## src/rtl/tetris_pkg.sv

```systemverilog
// Shared playfield types: board geometry defaults,
// engine state encoding, read-owner tags, cell addressing.
package tetris_pkg;

  localparam int COLS = 10;
  localparam int ROWS = 20;
  localparam int CW   = 3;

  typedef enum logic [2:0] {
    IDLE,
    CLR,
    COL_RD,
    COL_WR,
    COL_TOP
  } eng_state_e;

  typedef enum logic [1:0] {
    TAG_NONE,
    TAG_DISP,
    TAG_ENG,
    TAG_GM
  } tag_e;

  // row*cols+col; the 10-wide board uses shift-add
  function automatic logic [7:0] cell_addr(
    input logic [7:0] row,
    input logic [7:0] col,
    input int         cols
  );
    if (cols == 10) begin
      return 8'({row, 3'b000}
              + {2'b00, row, 1'b0}
              + {3'b000, col});
    end
    return 8'(32'(row) * cols + 32'(col));
  endfunction

endpackage

```

## src/rtl/playfield_arb.sv

```systemverilog
// Playfield RAM arbiter: display > engine > game,
// plus clear / row-collapse engine on the shared port.
module playfield_arb #(
  parameter int COLS = tetris_pkg::COLS,
  parameter int ROWS = tetris_pkg::ROWS,
  parameter int CW   = tetris_pkg::CW
) (
  input  logic          CLK25M,
  input  logic          RST,
  input  logic          disp_req,
  input  logic [7:0]    disp_addr,
  output logic          disp_valid,
  output logic [CW-1:0] disp_data,
  input  logic          gm_req,
  input  logic          gm_we,
  input  logic [7:0]    gm_addr,
  input  logic [CW-1:0] gm_wdata,
  output logic          gm_ack,
  output logic [CW-1:0] gm_rdata,
  input  logic          cmd_clear,
  input  logic          cmd_collapse,
  input  logic [4:0]    cmd_row,
  output logic          eng_busy,
  output logic          mem_en,
  output logic          mem_we,
  output logic [7:0]    mem_addr,
  output logic [CW-1:0] mem_wdata,
  input  logic [CW-1:0] mem_rdata
);
  import tetris_pkg::*;

  localparam logic [3:0] COL_LAST = 4'(COLS - 1);
  localparam logic [4:0] ROW_LAST = 5'(ROWS - 1);
  localparam logic [5:0] ROW_CNT  = 6'(ROWS);

  eng_state_e    state_q, state_d;
  logic [4:0]    row_q, row_d;
  logic [3:0]    col_q, col_d;
  tag_e          tag_q, tag_d;
  logic          gm_ack_q, gm_ack_d;
  logic [CW-1:0] rd_q, rd_d;
  logic          disp_gnt, eng_gnt, gm_gnt;
  logic          col_last;
  logic [7:0]    eng_addr;
  logic [CW-1:0] wr_data;

  assign eng_busy   = (state_q != IDLE);
  assign disp_valid = (tag_q == TAG_DISP);
  assign disp_data  = disp_valid ? mem_rdata : '0;
  assign gm_ack     = gm_ack_q;
  assign gm_rdata   = (tag_q == TAG_GM) ? mem_rdata : '0;
  assign col_last   = (col_q == COL_LAST);
  // fresh read data if the COL_RD just returned, else the capture
  assign wr_data    = (tag_q == TAG_ENG) ? mem_rdata : rd_q;

  // fixed-priority grant; nothing is granted during reset
  always_comb begin
    disp_gnt = !RST && disp_req;
    eng_gnt  = !RST && !disp_req && eng_busy;
    gm_gnt   = !RST && !disp_req && !eng_busy && gm_req;
  end

  // engine cell address: COL_RD looks one row up
  always_comb begin
    eng_addr = '0;
    case (state_q)
      COL_RD:  eng_addr = cell_addr({3'b000, row_q - 5'd1},
                                    {4'b0000, col_q}, COLS);
      default: eng_addr = cell_addr({3'b000, row_q},
                                    {4'b0000, col_q}, COLS);
    endcase
  end

  // RAM port mux and read-owner tag for next cycle
  always_comb begin
    mem_en    = 1'b0;
    mem_we    = 1'b0;
    mem_addr  = '0;
    mem_wdata = '0;
    tag_d     = TAG_NONE;
    gm_ack_d  = gm_gnt;
    rd_d      = (tag_q == TAG_ENG) ? mem_rdata : rd_q;
    unique case (1'b1)
      disp_gnt: begin
        mem_en   = 1'b1;
        mem_addr = disp_addr;
        tag_d    = TAG_DISP;
      end
      eng_gnt: begin
        mem_en   = 1'b1;
        mem_we   = (state_q != COL_RD);
        mem_addr = eng_addr;
        if (state_q == COL_WR) mem_wdata = wr_data;
        if (state_q == COL_RD) tag_d = TAG_ENG;
      end
      gm_gnt: begin
        mem_en   = 1'b1;
        mem_we   = gm_we;
        mem_addr = gm_addr;
        if (gm_we) mem_wdata = gm_wdata;
        else       tag_d     = TAG_GM;
      end
      default: ;
    endcase
  end

  // engine next state; pointers move only on granted cycles
  always_comb begin
    state_d = state_q;
    row_d   = row_q;
    col_d   = col_q;
    case (state_q)
      IDLE: begin
        if (cmd_clear) begin
          state_d = CLR;
          row_d   = '0;
          col_d   = '0;
        end else if (cmd_collapse
                     && {1'b0, cmd_row} < ROW_CNT) begin
          row_d   = cmd_row;
          col_d   = '0;
          state_d = (cmd_row == 5'd0) ? COL_TOP : COL_RD;
        end
      end
      CLR: begin
        if (eng_gnt) begin
          if (col_last) begin
            col_d = '0;
            if (row_q == ROW_LAST) state_d = IDLE;
            else                   row_d   = row_q + 5'd1;
          end else begin
            col_d = col_q + 4'd1;
          end
        end
      end
      COL_RD: begin
        if (eng_gnt) state_d = COL_WR;
      end
      COL_WR: begin
        if (eng_gnt) begin
          state_d = COL_RD;
          if (col_last) begin
            col_d = '0;
            if (row_q == 5'd1) begin
              state_d = COL_TOP;
              row_d   = '0;
            end else begin
              row_d = row_q - 5'd1;
            end
          end else begin
            col_d = col_q + 4'd1;
          end
        end
      end
      COL_TOP: begin
        if (eng_gnt) begin
          if (col_last) begin
            state_d = IDLE;
            col_d   = '0;
          end else begin
            col_d = col_q + 4'd1;
          end
        end
      end
      default: state_d = IDLE;
    endcase
  end

  // state registers with synchronous reset
  always_ff @(posedge CLK25M) begin
    if (RST) begin
      state_q  <= IDLE;
      row_q    <= '0;
      col_q    <= '0;
      tag_q    <= TAG_NONE;
      gm_ack_q <= 1'b0;
      rd_q     <= '0;
    end else begin
      state_q  <= state_d;
      row_q    <= row_d;
      col_q    <= col_d;
      tag_q    <= tag_d;
      gm_ack_q <= gm_ack_d;
      rd_q     <= rd_d;
    end
  end

endmodule

```

## config.mk

```make
export PLATFORM = sky130hd
export DESIGN_NAME = playfield_arb
export DESIGN_NICKNAME = d
export VERILOG_FILES = /design/src/rtl/tetris_pkg.sv /design/src/rtl/playfield_arb.sv
export SDC_FILE = /design/constraint.sdc
export NUM_CORES = 1
export LEC_CHECK = 0
export BUFFER_PORTS_ARGS = -buffer_cell sky130_fd_sc_hd__buf_2
export CAP_MARGIN = 20
export CORE_UTILIZATION = 40
export CTS_BUF_LIST = sky130_fd_sc_hd__clkbuf_8
export DETAILED_ROUTE_END_ITERATION = 8
export RECOVER_POWER = 100
export SYNTH_ARGS = -nofsm -noshare
export SYNTH_HDL_FRONTEND = slang
export SYNTH_SLANG_ARGS = --single-unit
export TNS_END_PERCENT = 50
```

## constraint.sdc

```tcl
create_clock -name CLK25M -period 4.65 [get_ports CLK25M]
set_input_delay 0.2325 -clock CLK25M [delete_from_list [all_inputs] [get_ports CLK25M]]
set_output_delay 0.2325 -clock CLK25M [all_outputs]
set_load 0.05 [all_outputs]
```

# Yosys cells after proc, flatten, opt, wreduce, memory -nomap -nowiden
# Cells that the tools add are included.
[op_classes] add_sub_neg=9 n_mul=2 magnitude_cmp=1 n_eq_ne=22 mux=44 reduce_logical=19
[ops] op="3-bit 2-to-1 mux" count=17
[ops] op="5-bit 2-to-1 mux" count=8
[ops] op="8-bit by 4-bit adder with 8-bit output" count=4
[ops] op="8-bit 2-to-1 mux" count=3
[ops] op="8-bit case mux with 3 select lines" count=1
[ops] op="2-bit != test, second input constant" count=9
[ops] op="8-bit by 6-bit adder with 8-bit output" count=2
[ops] op="4-bit 2-to-1 mux" count=4
[ops] op="3-bit case mux with 5 select lines" count=1
[ops] op="5-bit case mux with 3 select lines" count=1
[ops] op="5-bit by 3-bit multiplier with 7-bit output, second input constant" count=2
[ops] op="4-bit case mux with 2 select lines" count=1
[ops] op="8-bit AND reduction" count=1
[ops] op="7-bit AND reduction" count=1
[ops] op="3-bit by 2-bit == test with 1-bit output, second input constant" count=2
[ops] op="1-bit logical AND" count=6
[ops] op="2-bit case mux with 3 select lines" count=1
[ops] op="3-bit case mux with 2 select lines" count=1
[ops] op="3-bit nonzero test" count=2
[ops] op="3-bit OR reduction" count=2
[ops] op="5-bit by 1-bit adder with 5-bit output, second input constant" count=1
[ops] op="5-bit by 1-bit == test with 1-bit output, second input constant" count=1
[ops] op="5-bit == test, second input constant" count=1
[ops] op="5-bit logical NOT" count=1
[ops] op="other kinds (18)" count=24
[word_totals] regBits=18

# Logic depth before layout (Yosys ltp)
# Gate-level depths: netlist (run 1).
[depth] word_depth=6 depth_mapped=12

# Least setup slack after synthesis (run 1)
# OpenSTA, ideal clock, no wires.
[synth_path] path_kind="register to output" start="reg row_q[0]" end="out mem_addr[6]" arrival_time_ns=3.733 required_ns=4.418 setup_slack_ns=0.685 path_stages_with_launch=13 n_path_buf=0 cell_sequence="dfxtp_1 > inv_1 > ha_1 > xnor2_1 > inv_1 > fa_1 > inv_1 > fa_1 > nand2b_1 > a21oi_1 > xor2_1 > mux2i_1 > o21ai_0"
[synth_between] elab_chain_cells=6 elab_cells_between_ends=13 classes_between="add/sub (7); mul (2); mux (4)"
[synth_rtl] item="start: declaration" line="playfield_arb.sv:37" text="logic [4:0] row_q, row_d;"
[synth_rtl] item="start signal: assignment" line="playfield_arb.sv:180" text="row_q <= row_d;"
[synth_rtl] item="5-bit by 1-bit subtractor with 5-bit output" line="playfield_arb.sv:67" text="COL_RD: eng_addr = cell_addr({3'b000, row_q - 5'd1},"
[synth_rtl] item="5-bit by 3-bit multiplier with 7-bit output or 8-bit by 6-bit adder with 8-bit output (tied branches)" line="tetris_pkg.sv:35, tetris_pkg.sv:32"
[synth_rtl] item="8-bit by 4-bit adder with 8-bit output, on equally long branches" line="tetris_pkg.sv:35, tetris_pkg.sv:33"
[synth_rtl] item="8-bit 2-to-1 mux" line="tetris_pkg.sv:35" text="return 8'(32'(row) * cols + 32'(col));"
[synth_rtl] item="8-bit 2-to-1 mux (*)" line="playfield_arb.sv:66" text="case (state_q)"
[synth_rtl] item="8-bit case mux with 3 select lines (*)" line="playfield_arb.sv:83" text="unique case (1'b1)"
[synth_rtl] item="end: declaration" line="playfield_arb.sv:26" text="output logic [7:0] mem_addr,"
# Every way passes the cells marked *; elsewhere a longest branch is shown, timed or not.

# Worst setup path in the final report (run 1)
# Same ends and word-level chain as after synthesis.

==> results of run 1 <==
[registers in the layout, summed over array words and instances, names as in the netlist]
register	cells
row_q	5
tag_q	2
gm_ack	1
state_q	3
rd_q	3
col_q	4
[power groups by stage]
stage | clock network (mW) | registers, mW | logic [mW]
global placement | 0 | 0.206 | 0.468
finish | 0.134 | 0.202 | 0.468
CTS | 0.136 | 0.204 | 0.474
global route | 0.145 | 0.206 | 0.523
detailed placement | 0 | 0.207 | 0.471
floorplan | 0 | 0.187 | 0.395
[logic make-up (layout without fill, tap and decap cells)]
logic type / count (synthesis) / after routing / synth area share
DFF: 18 / 18 / 0.174
muxes: 8 / 8 / 0.0386
buffers and inverters: 29 / 72 / 0.0753
adders and majority gates: 24 / 24 / 0.159
xor gates and xnor gates: 10 / 10 / 0.0422
AOI/OAI and AO/OA: 80 / 80 / 0.254
and+or+nand+nor: 100 / 100 / 0.257
[final timing paths]
kind                                end                     from  cells past startpoint
setup / recovery            mem_addr[6]    row_q[0]$_SDFFE_PP0P_                     13
hold / removal      tag_q[1]$_SDFF_PP0_                    gm_we                      2
setup reg to reg  row_q[0]$_SDFFE_PP0P_  state_q[1]$_SDFFE_PP0P_                      5
hold reg to reg      rd_q[2]$_SDFF_PP0_       rd_q[2]$_SDFF_PP0_                      2
[cells in the final DEF, fill, tap and decap left out, types with 5 or more instances in the layout]
master	n
ha_1	20
xor2_1	5
nand3_1	10
clkbuf_1	22
xnor2_1	5
o21ai_0	18
buf_2	33
mux2i_1	8
inv_1	13
nand2_1	18
dfxtp_1	18
nor3_1	5
nor2_1	34
a211oi_1	6
a21oi_1	24
nand2b_1	6
[layout make-up]
class                   instances  area (um^2)  share of cell area
multi-input cells             222         1550               0.660
flip-flops and latches         18          360               0.154
repair buffers                 55          248               0.106
well taps                      67         83.8              0.0358
clock buffers                   4         55.1              0.0235
inverters                      13         48.8              0.0208
[through the flow]
step | instances | worst slack [ps]
detailed placement | 375 | 1090
global placement | 375 | 1200
CTS | 379 | 789
floorplan | 269 | 685
global route | 379 | 232
finish | 379 | 553
[critical path, delay by kind of cell (launching register included)]
| family | cells | cell delay (ps) |
|---|---|---|
| flops | 1 | 510 |
| simple gates | 1 | 160 |
| xor+xnor | 2 | 430 |
| mux | 1 | 90 |
| buf+inv | 4 | 820 |
| compound gates | 2 | 360 |
| fa+ha+maj | 3 | 1240 |
[routing by layer]
metal / global-route usage / vias to the layer above / wire length [um] / share of wire
met1: 0.300 / 941 / 2760 / 0.49
li1: - / 1067 / - / -
met2: 0.357 / 57 / 2500 / 0.45
met5: 0 / - / 0 / 0
met4: 0.0427 / 0 / 33 / 0.0059
met3: 0.0325 / 4 / 290 / 0.052
==> reports/qor.yml, run 1 <==
status: "finished, final reports clean"
area_growth_pct: 12.9
drc_errors: 0
synth_edf_count: 0
start_util: 0.428
synth_top_area_cell: "dfxtp_1"
yosys-top-cells-area: "dfxtp_1, ha_1, nor2_1, a21oi_1, o21ai_0"
routed_via_density: 5.46
path_clk_slew_ps: 80
num_antenna_cells: 0
hold_path.class: "in -> reg"
ir_worst_vdd_mv: 0.175
synth_top_flop_cell: "dfxtp_1"
track_usage: 0.217
clockBufferDepth: 2
fin_util: 0.483
coreArea_um2: 4850
p_clk_frac: 0.166
detail-route-antenna-nets: 0
cp_common_cell: "inv_1"
yosysSeqAreaShare: 0.174
crit_path_cell_trace: "inv_1 > ha_1 > xnor2_1 > inv_1 > fa_1 > inv_1 > fa_1 > nand2b_1 > a21oi_1 > xor2_1 > mux2i_1 > o21ai_0 > clkbuf_1"
portBuffers: 55
cp_max_fo: 8
yosys_register_bits: 18
setup_violations: 0
rsz0062_at_grt: "no"
max_freq_ghz: 0.244
gp_congestion: 0.824
syn_inst: 269
cts_max_level: 1
intPower_mw: 0.418
synthDominantCellAreaShare: 0.174
clk_latency_ps: 260
tightestPinTransition_ps: 729
max_slew_margin: 0.510
grt_pass1_wl_mm: 9.24
antenna_found_initial: 0
die_h_um: 74.0
drv_cap: 0
worst_ep_required_time_ps: 4420
grt_pass1_vias: 1939
syn_area_um2: 2080
cpMaxStageDelayCell: "dfxtp_1"
die_area_um2: 5480
combPwrFrac: 0.582
power_frac_seq: 0.252
holdWs_ps: 242
holdBufCountCts: 0
yosysMostFrequentCell: "nor2_1"
critPathMaxStageDelay_ps: 510
p_leak_nw: 0.946
fin_crit_ps: 4100
fin_crit_sh: 0.881
p_sw_mw: 0.385
r2r_slack_ps: 2310
cts_buffers: 3
timing.final.hold_violations: 0
fillers: 501
routed_wl_mm: 5.58
syn_area_per_cell_um2: 7.72
arrival_ps: 3860
crit_path_end_kind: "primary output"
power.total_mw: 0.804
finalMaxSlewViolations: 0
grt_max_degree: 27
crit_path_start_kind: "flip-flop"
vias: 2069
ys_async_sr_fraction: 0
path_class: "reg -> out"
drive_gt1_frac: 0.141
drtPass1Iterations: 4
post_cts_buffers: 0
power_density_nw_per_um2: 343
clock_skew_ps: 5.99
cts-root-buf: "clkbuf_8"
ctsResizeCount: 0
fin_setup_tns_ps: 0
cts_tree: "built"
p_sw_frac: 0.479
die_width_um: 74.0
hpwl_mm: 4.35
ys_top_cells_by_count: "nor2_1, a21oi_1, ha_1"
post_dp_cell_area_um2: 2330
nNetsFinal: 371
synth_fp_nets: 327
overflow: 0
drtIter0Drc: 113
ys_types: 56
final_cell_area_um2: 2340
placementRows: 25
yosys_warnings: 0
cts_sinks: 18
pin_count: 56
wl_per_cell_um: 14.7
Power figures use the tool's default switching activity.
==> inputs of run 2 (changes only) <==
- CORE_MARGIN: unset -> 2
==> reports/qor.yml, run 2 (same netlist as run 1, synthesis figures left out) <==
status: "finished, final reports clean"
power_frac_seq: 0.252
finalMaxSlewViolations: 0
start_util: 0.412
largest_register_ffs: 5
timing.final.hold_violations: 0
cts_tree: "built"
drtPass1Iterations: 4
clk_latency_ps: 260
cts_sinks: 18
vias: 2121
path_clk_slew_ps: 80
ctsResizeCount: 0
clock_skew_ps: 4.52
die_h_um: 76.0
grt_max_degree: 27
overflow: 0
gp_congestion: 0.815
power.total_mw: 0.804
max_freq_ghz: 0.245
routed_wl_mm: 5.56
rsz0062_at_grt: "no"
grt_pass1_wl_mm: 9.76
post_dp_cell_area_um2: 2330
arrival_ps: 3850
coreArea_um2: 5040
crit_path_end_kind: "primary output"
hpwl_mm: 4.38
wl_per_cell_um: 14.6
combPwrFrac: 0.583
final_common_cell: "nor2_1"
top_register: "row_q"
ir_worst_vdd_mv: 0.171
holdBufCountCts: 0
worst_ep_required_time_ps: 4420
hold_path.class: "in -> reg"
fillers: 536
drc_errors: 0
die_area_um2: 5780
max_slew_margin: 0.588
portBuffers: 55
drtIter0Drc: 154
crit_path_start_kind: "flip-flop"
fin_crit_sh: 0.877
path_class: "reg -> out"
routed_via_density: 5.55
antenna_found_initial: 0
cts-root-buf: "clkbuf_8"
area_growth_pct: 13.1
placementRows: 26
nNetsFinal: 371
fin_crit_ps: 4080
clockBufferDepth: 2
largestRegisters: "row_q: 5 flops, col_q: 4 flops"
power_density_nw_per_um2: 342
num_antenna_cells: 0
grt_pass1_vias: 2054
p_sw_frac: 0.479
die_width_um: 76.0
final_cell_area_um2: 2350
p_leak_nw: 0.946
drive_gt1_frac: 0.141
p_sw_mw: 0.385
post_cts_buffers: 0
pin_count: 56
intPower_mw: 0.419
cts_max_level: 1
cp_max_fo: 8
drv_cap: 0
final_cell_mix: "nor2_1, buf_2, a21oi_1"
p_clk_frac: 0.165
tightestPinTransition_ps: 621
cts_buffers: 3
fin_setup_tns_ps: 0
setup_violations: 0
detail-route-antenna-nets: 0
track_usage: 0.201
-- run 2: routing by layer --
layer / share of wire / GRT usage
met1: 0.48 / 0.281
met5: 0 / 0
met4: 0.0043 / 0.0273
met3: 0.078 / 0.0379
met2: 0.44 / 0.331
-- run 2: worst paths after layout --
check                                        endpoint                     from  depth (start not counted)  slack [ps]
worst max-delay path                      mem_addr[6]    row_q[0]$_SDFFE_PP0P_                         13         570
worst min-delay path              tag_q[1]$_SDFF_PP0_                    gm_we                          2         240
worst max register to register  row_q[0]$_SDFFE_PP0P_  state_q[1]$_SDFFE_PP0P_                          5        2460
worst min register to register     rd_q[2]$_SDFF_PP0_       rd_q[2]$_SDFF_PP0_                          2         500
-- run 2: power groups by stage --
stage                     Sequential (mW)  Clock, mW  Combinational [mW]
after floorplan                     0.187          0               0.395
after global placement              0.207          0               0.469
after detailed placement            0.207          0               0.468
after CTS                           0.203      0.135               0.474
after global routing                0.208      0.144               0.531
final                               0.202      0.133               0.469
-- run 2: through the flow --
stage,setup WS [ps],instances,util,hold WS [ps]
floorplan,685,269,-,344
global placement,1220,378,0.462,466
detailed placement,1060,378,0.462,477
CTS,785,382,0.473,234
global route,350,382,0.466,245
finish,571,382,0.466,238
-- run 2: area by class of cell --
type	instances	area, um^2	area share
multi-input combinational	222	1550	0.659
tap	70	87.6	0.0373
sequential	18	360	0.154
clock buffer	4	55.1	0.0235
inverter	13	48.8	0.0208
timing repair buffer	55	248	0.106
-- run 2: worst max-delay path, stage by stage, from the launching register on --
cell	delay, ps
dfxtp_1	510
inv_1	190
ha_1	280
xnor2_1	280
inv_1	90
fa_1	520
inv_1	70
fa_1	450
nand2b_1	160
a21oi_1	160
xor2_1	160
mux2i_1	80
o21ai_0	160
clkbuf_1	480
